<file path="src/rtl/msx_mouse_reader.sv">
// MSX mouse reader: drives the joystick-port strobe, samples four nibbles
// per frame (X-high, X-low, Y-high, Y-low) and reports signed dx/dy plus
// button state with a one-cycle valid pulse. Runs entirely in clk_sys.
module msx_mouse_reader #(
  parameter int SETTLE_CYC = 2148,   // strobe toggle to nibble sample, >= 4
  parameter int IDLE_CYC   = 120000  // strobe-quiet gap between frames
) (
  input  logic       clk_sys,
  input  logic       reset_n,
  input  logic       enable,
  input  logic [5:0] joy_i,
  output logic       strobe_o,
  output logic [7:0] dx,
  output logic [7:0] dy,
  output logic [1:0] buttons,
  output logic       valid,
  output logic       busy
);

  localparam int GAP_W    = $clog2(IDLE_CYC + 1);
  localparam int SETTLE_W = $clog2(SETTLE_CYC);

  typedef enum logic [2:0] {
    IDLE,
    TOGGLE,
    SETTLE,
    SAMPLE,
    DONE
  } state_t;

  state_t              state_q, state_d;
  logic [1:0]          rst_sync;
  logic                rst_n;
  logic [5:0]          joy_meta, joy_sync;
  logic [GAP_W-1:0]    gap_q;
  logic [SETTLE_W-1:0] settle_q;
  logic [1:0]          idx_q;
  logic [3:0]          shadow [4];
  logic [1:0]          btn_shadow;

  // Reset synchronizer: assert asynchronously, release on clk_sys.
  always_ff @(posedge clk_sys or negedge reset_n) begin
    if (!reset_n) rst_sync <= 2'b00;
    else          rst_sync <= {rst_sync[0], 1'b1};
  end

  assign rst_n = rst_sync[1];

  // Two-flop synchronizer on the asynchronous port pins; idle port reads all-ones.
  always_ff @(posedge clk_sys or negedge rst_n) begin
    // NOTE: sequential state uses non-blocking assignments so every flop
    // samples pre-edge values, making the two stages a real pipeline.
    if (!rst_n) begin
      joy_meta <= 6'h3F;
      joy_sync <= 6'h3F;
    end else begin
      joy_meta <= joy_i;
      joy_sync <= joy_meta;
    end
  end

  // State register.
  always_ff @(posedge clk_sys or negedge rst_n) begin
    if (!rst_n) state_q <= IDLE;
    else        state_q <= state_d;
  end

  // Next-state logic: frame sequencing through four nibble phases.
  always_comb begin
    // NOTE: default assignment first, so no path through the case leaves
    // state_d unassigned and no latch is inferred.
    state_d = state_q;
    case (state_q)
      IDLE:    if (gap_q == '0 && enable) state_d = TOGGLE;
      TOGGLE:  state_d = SETTLE;
      SETTLE:  if (settle_q == '0) state_d = SAMPLE;
      SAMPLE:  state_d = (idx_q == 2'd3) ? DONE : TOGGLE;
      DONE:    state_d = IDLE;
      default: state_d = IDLE;
    endcase
  end

  // Datapath: counters, strobe, nibble capture and atomic output update.
  always_ff @(posedge clk_sys or negedge rst_n) begin
    if (!rst_n) begin
      gap_q      <= GAP_W'(IDLE_CYC);
      settle_q   <= '0;
      idx_q      <= 2'd0;
      strobe_o   <= 1'b0;
      dx         <= 8'h00;
      dy         <= 8'h00;
      buttons    <= 2'b00;
      valid      <= 1'b0;
      busy       <= 1'b0;
      btn_shadow <= 2'b00;
      // NOTE: the shadow nibbles are only four small flops, so they are
      // reset explicitly; an aborted frame then leaves nothing stale behind.
      for (int i = 0; i < 4; i++) shadow[i] <= 4'h0;
    end else begin
      valid <= 1'b0;
      case (state_q)
        IDLE: begin
          if (gap_q != '0) gap_q <= gap_q - GAP_W'(1);
          if (state_d == TOGGLE) begin
            idx_q <= 2'd0;
            busy  <= 1'b1;
          end
        end
        TOGGLE: begin
          strobe_o <= ~strobe_o;
          settle_q <= SETTLE_W'(SETTLE_CYC - 1);
        end
        SETTLE: begin
          if (settle_q != '0) settle_q <= settle_q - SETTLE_W'(1);
        end
        SAMPLE: begin
          shadow[idx_q] <= joy_sync[3:0];
          if (idx_q == 2'd3) btn_shadow <= ~joy_sync[5:4];
          else               idx_q      <= idx_q + 2'd1;
        end
        DONE: begin
          dx      <= {shadow[0], shadow[1]};
          dy      <= {shadow[2], shadow[3]};
          buttons <= btn_shadow;
          valid   <= 1'b1;
          busy    <= 1'b0;
          gap_q   <= GAP_W'(IDLE_CYC);
        end
        default: ;
      endcase
    end
  end

endmodule
</file>
<file path="config.mk">
export PLATFORM = sky130hd
export DESIGN_NAME = msx_mouse_reader
export DESIGN_NICKNAME = d
export VERILOG_FILES = /design/src/rtl/msx_mouse_reader.sv
export SDC_FILE = /design/constraint.sdc
export NUM_CORES = 1
export LEC_CHECK = 0
export CAP_MARGIN = 20
export CORE_MARGIN = 5
export CORE_UTILIZATION = 35
export CTS_CLUSTER_SIZE = 12
export DETAILED_ROUTE_END_ITERATION = 16
export DONT_BUFFER_PORTS = 1
export HOLD_SLACK_MARGIN = 0.05
export PLACE_DENSITY_LB_ADDON = 0.08
export SLEW_MARGIN = 15
export SYNTH_ARGS = -nofsm -noshare
export SYNTH_HDL_FRONTEND = slang
export SYNTH_SLANG_ARGS = --single-unit
</file>
<file path="constraint.sdc">
create_clock -name clk_sys -period 3.6 [get_ports clk_sys]
set_clock_uncertainty 0.15 [all_clocks]
set_input_delay 0.72 -clock clk_sys [delete_from_list [all_inputs] [get_ports clk_sys]]
set_output_delay 0.72 -clock clk_sys [all_outputs]
set_load 0.01 [all_outputs]
</file>
Word level (Yosys, flattened, before mapping)
Index checks and enable logic that the tools add are counted.

word-level totals
  bits of input ports = 9
  bits in writable memories = 0
  logic and storage cells = 68
  memories kept = 0
  memory bits (read-only) = 0
  bits in registers = 87
  output and inout port bits = 21
  latch bits = 0

operators by class
  div/mod/pow operators = 0
  $mul = 0
  multiplexer cells = 17
  eq/ne operators = 10
  magnitude comparators = 2
  bitwise operators = 3
  shifts and indexed selects = 0
  reduce and logical (&&, ||, !) cells = 15
  $add $sub $neg = 3

operators by type and width
  kind                                                 count
  case mux 17 bit (2 select lines)                     1
  case mux 12 bit (2 select lines)                     1
  zero test 17 bit                                     1
  two-way mux 17 bit                                   1
  nonzero test 17 bit                                  1
  subtractor 17 x 1 -> 17 bit, second input constant   1
  bitwise mux 16 bit                                   1
  zero test 12 bit                                     1
  two-way mux 12 bit                                   1
  case mux 3 bit (4 select lines)                      1
  nonzero test 12 bit                                  1
  subtractor 12 x 1 -> 12 bit, second input constant   1
  two-way mux 3 bit                                    3
  demux 4 bit (select 2 bit)                           1
  inequality test 2 bit, second input constant         4
  AND reduction 2 bit                                  4
  equality test 3 x 1 -> 1 bit, second input constant  2
  equality test 3 x 2 -> 1 bit, second input constant  2
  nonzero test 2 bit                                   3
  two-way mux 2 bit                                    2
  two-way mux 4 bit                                    1
  case mux 2 bit (2 select lines)                      1
  equality test 3 bit, second input constant           1
  >= comparator 3 bit, second input constant           1
  other kinds (11)                                     13

Logic depth before layout (Yosys ltp)
  word-level depth = 7
  depth in mapped cells = 7
  depth with buffers taken out = 6

Worst setup path after synthesis
Ideal clock, no wire load.

  path kind = reg2reg
  start = reg settle_q[0]
  end = reg settle_q[10]
  period minus slack after synthesis = 2.273 ns
  library setup time = 0.145 ns
  cell stages (with the launch flop) = 8
  arrival = 1.978 ns
  setup slack = 1.327 ns
  buffers on the path = 1
  data required time = 3.305 ns
  cells stage by stage = dfrtp_1 inv_1 ha_1 or4b_2 o311ai_1 clkbuf_1 or4_1 a21oi_1

on the way
  cells in the longest elaborated chain, start to end = 3
  elaborated cells on any way between the ends = 6
  those cells by class = add/sub: 1; eq/ne: 1; mux: 2; reduce/logical: 2

ends and longest elaborated chain
  item                                                                     RTL line  source
  start: declaration                                                       36        logic [SETTLE_W-1:0] settle_q;
  start signal: assignment                                                 111       settle_q <= SETTLE_W'(SETTLE_CYC - 1);
  start signal: assignment                                                 114       if (settle_q != '0) settle_q <= settle_q - SETTLE_W'(1);
  subtractor 12 x 1 -> 12 bit or nonzero test 12 bit (tied branches)       114
  two-way mux 12 bit or inequality test 2 bit (tied branches)              --
  case mux 12 bit (2 select lines) or AND reduction 2 bit (tied branches)  --

Parallel ways exist; a longest one is shown, timed or not. The select of a mux whose other input is x is not followed.
A chain may end at the register's enable or synchronous reset.

Worst setup path in the final report
  start = reg gap_q[3]
  end = reg gap_q[16]

on the way
  cells in the longest elaborated chain, start to end = 3
  elaborated cells on any way between the ends = 6
  those cells by class = add/sub: 1; eq/ne: 1; mux: 2; reduce/logical: 2

ends and longest elaborated chain
  item                                                                     RTL line  source
  start: declaration                                                       35        logic [GAP_W-1:0] gap_q;
  start signal: assignment                                                 86        gap_q <= GAP_W'(IDLE_CYC);
  start signal: assignment                                                 103       if (gap_q != '0) gap_q <= gap_q - GAP_W'(1);
  start signal: assignment                                                 127       gap_q <= GAP_W'(IDLE_CYC);
  subtractor 17 x 1 -> 17 bit or nonzero test 17 bit (tied branches)       103
  two-way mux 17 bit or inequality test 2 bit (tied branches)              --
  case mux 17 bit (2 select lines) or AND reduction 2 bit (tied branches)  --

Parallel ways exist; a longest one is shown, timed or not. The select of a mux whose other input is x is not followed.

==> metrics.yaml <==
setup_path:
  crit_path_start_kind: "flop"
  cp.required_ns: 3.74
  cp_data_arrival_time_ns: 2.58
  r2r_start: "gap_q[3]$_DFFE_PN0P_"
  cp_slowest_cell: "or3_1"
  slowest_delay_ns: 0.59
  critPathMaxFanout: 15
  worst-path-buf-inv: 0
  crit_path_end_kind: "flop"
  crit_family: "simple AND/OR/NAND/NOR gates"
  crit_chain: "or4_4 -> or3_1 -> or4_1 -> nand3_1"
  critPathLaunch: "gap_q[3]$_DFFE_PN0P_"
  crit_type: "flop to flop"
sta:
  hold_viol_final: 0
  rsz0062_at_grt: "no"
  drv_slew: 0
  setup_tns_ns: 0
  hold_ws_ns: 0.104
  relSlewSlack_pct: 46.3
  max_freq_mhz: 410
  min_period_ns: 2.44
  period_share_pct: 67.7
  tightest_slew_ns: 0.803
  setup_viol: 0
grt:
  grt_pass1_wl_mm: 12.9
  grt_util_all_layers_pct: 12.6
  antenna_found_initial: 0
  grt_max_degree: 84
  grt_pass1_vias: 2571
  grt-ovfl-total: 0
synth:
  syn-mean-instance-area_um2: 10.9
  syn_inst: 346
  synth_cell_types: 51
  seq_area_frac_synth_pct: 58.1
  yosys_warnings: 0
  ys_async_sr_fraction_pct: 100
  ys.flop_type: "dfrtp_1"
  synth_nets: 363
  synth-edff-count: 0
  synthesis.area_um2: 3780
  ys_ff_latch: 87
hold_path:
  hp-class: "flop to async pin"
drt:
  drt-total-wl_mm: 7.48
  wire_per_inst_um: 15.3
  first_pass_iters: 4
  vias_per_cell: 5.06
  ant_nets: 0
  num_vias: 2472
  drt_drc_violations_left: 0
  drt_iter0_markers: 83
floorplanning:
  core_region_area_um2: 10700
  start_util_pct: 35.4
  die-area_um2: 13000
  fp.dieW_um: 114
  die_h_um: 114
  rows: 38
  io_pins: 30
run:
  maxCapViolCount: 0
cts:
  clk_pin_slew_ns: 0.09
  clkLatencyLatePin_ns: 0.36
  cts_made_buffers: 9
  cts_setup_buffers: 0
  htreeDepth: 3
  clockBufferDepth: 2
  root_buffer: "clkbuf_8"
  cts_tree: "yes"
  ctsResizeCount: 0
  cts_sinks: 87
power:
  power_density_nw_per_um2: 412
  ir_worst_vdd_v: 0.000206
  leakage_uw: 0.00193
placed_design:
  port_buffers: 0
  detailed_place_hpwl_mm: 4.83
  gp_congestion: 0.674
finish:
  layout-drive-gt1-share_pct: 19.2
  antennaDiodeCount: 0
  area_growth_pct: 9.52
  nets: 361
  fill_cells: 1050
status:
  status: "completed"
## cell usage in the layout, fill, tap and decap left out, types with 2 or more instances in the layout
cell	instances
dfstp_2	19
or3_1	6
or2_2	4
inv_6	2
a21oi_1	6
nor4_1	4
mux2i_1	12
nor3_1	6
nand2_1	73
mux2_2	17
nor2_1	16
nor3b_1	2
dfrtp_1	67
nor4b_1	2
o21ai_0	7
xnor2_1	2
clkbuf_8	9
o31ai_1	12
or4_1	13
nand3_1	7
inv_1	10
and2_1	2
buf_4	4
ha_1	8
o211ai_1	6
## timing repair
item	4_1_cts	5_1_grt
endpoints found under the setup margin	0	0
hold buffers	1	0
endpoints found under the hold margin	2	0
## metal layers
| layer | wire length [µm] | GRT usage (%) | share of wire (%) |
|---|---|---|---|
| met1 | 3510 | 16.6 | 47 |
| met2 | 3470 | 19.2 | 46 |
| met3 | 347 | 3.98 | 4.6 |
| met4 | 153 | 5.46 | 2.0 |
| met5 | 0 | 0 | 0 |
## worst paths after layout
check	to	depth (start not counted)	slack, ns
worst max register to register	gap_q[16]$_DFFE_PN1P_	4	1.16
max in group asynchronous	gap_q[14]$_DFFE_PN1P_	2	2.35
min in group clk_sys	joy_meta[1]$_DFF_PN1_	0	0.20
worst max-delay path	gap_q[16]$_DFFE_PN1P_	4	1.16
worst min register to register	buttons[1]$_DFFE_PN0P_	0	0.10
worst min-delay path	buttons[1]$_DFFE_PN0P_	0	0.10
## kinds of logic after synthesis
| kind of cell | synth area share [%] |
|---|---|
| AOI/OAI and AO/OA | 7.64 |
| other | 0.0991 |
| adders and majority gates | 2.64 |
| DFF | 58.1 |
| xor gates and xnor gates | 0.463 |
| buffers and inverters | 3.17 |
| muxes | 8.23 |
| and+or+nand+nor | 19.6 |
## sequential cells by signal, summed over array words and instances (netlist names), 3 cells and up
name	flops
state_q	3
joy_sync	6
shadow	16
gap_q	17
joy_meta	6
settle_q	12
dy	8
dx	8
## where the power goes
part           total, µW  switching [µW]  internal, µW  leakage, µW
combinational       17.7            13.0          4.70     0.000726
clock                691             365           326    0.0000973
sequential          1000            10.1           991      0.00111
## cell usage after synthesis (2+ instances only)
| cell | number | share of area, % |
|---|---|---|
| mux2_2 | 17 | 5.1 |
| inv_1 | 10 | 0.99 |
| dfrtp_1 | 68 | 45 |
| nor4_1 | 4 | 0.66 |
| nor3_1 | 6 | 0.79 |
| ha_1 | 8 | 2.6 |
| nor3b_1 | 2 | 0.40 |
| dfstp_2 | 19 | 13 |
| nand2_1 | 73 | 7.2 |
| or3_1 | 6 | 0.99 |
| nor4b_1 | 2 | 0.46 |
| nor2_1 | 16 | 1.6 |
| a21oi_1 | 6 | 0.79 |
| and2_1 | 2 | 0.33 |
| o31ai_1 | 12 | 2.4 |
| clkbuf_1 | 14 | 1.4 |
| xnor2_1 | 2 | 0.46 |
| or2_2 | 4 | 0.66 |
| mux2i_1 | 12 | 3.2 |
| buf_2 | 3 | 0.40 |
| o211ai_1 | 6 | 1.2 |
| o21ai_0 | 7 | 0.93 |
| nand3_1 | 7 | 0.93 |
| or4_1 | 13 | 2.6 |
## cell type report
class | count | area [µm²] | share of cell area, %
repair buffers | 6 | 67.6 | 1.63
inverters | 10 | 37.5 | 0.906
well taps | 140 | 175 | 4.23
clock inverters | 6 | 68.8 | 1.66
multi-input cells | 230 | 1460 | 35.3
flip-flops and latches | 87 | 2200 | 53.2
clock buffers | 10 | 128 | 3.08
## stage by stage
stage                     utilization [%]  power [µW]  cell area [µm²]  setup slack (ns)  instances
after floorplan                         -        1020             3780             0.881        346
after global placement               36.6        1030             3910              1.22        471
after detailed placement             36.6        1030             3910              1.19        471
after CTS                            38.5        1740             4120              1.16        488
after global routing                 38.7        1790             4150              1.05        489
final                                38.7        1710             4150              1.16        489
No activity file was read; power rests on OpenSTA's default activity.
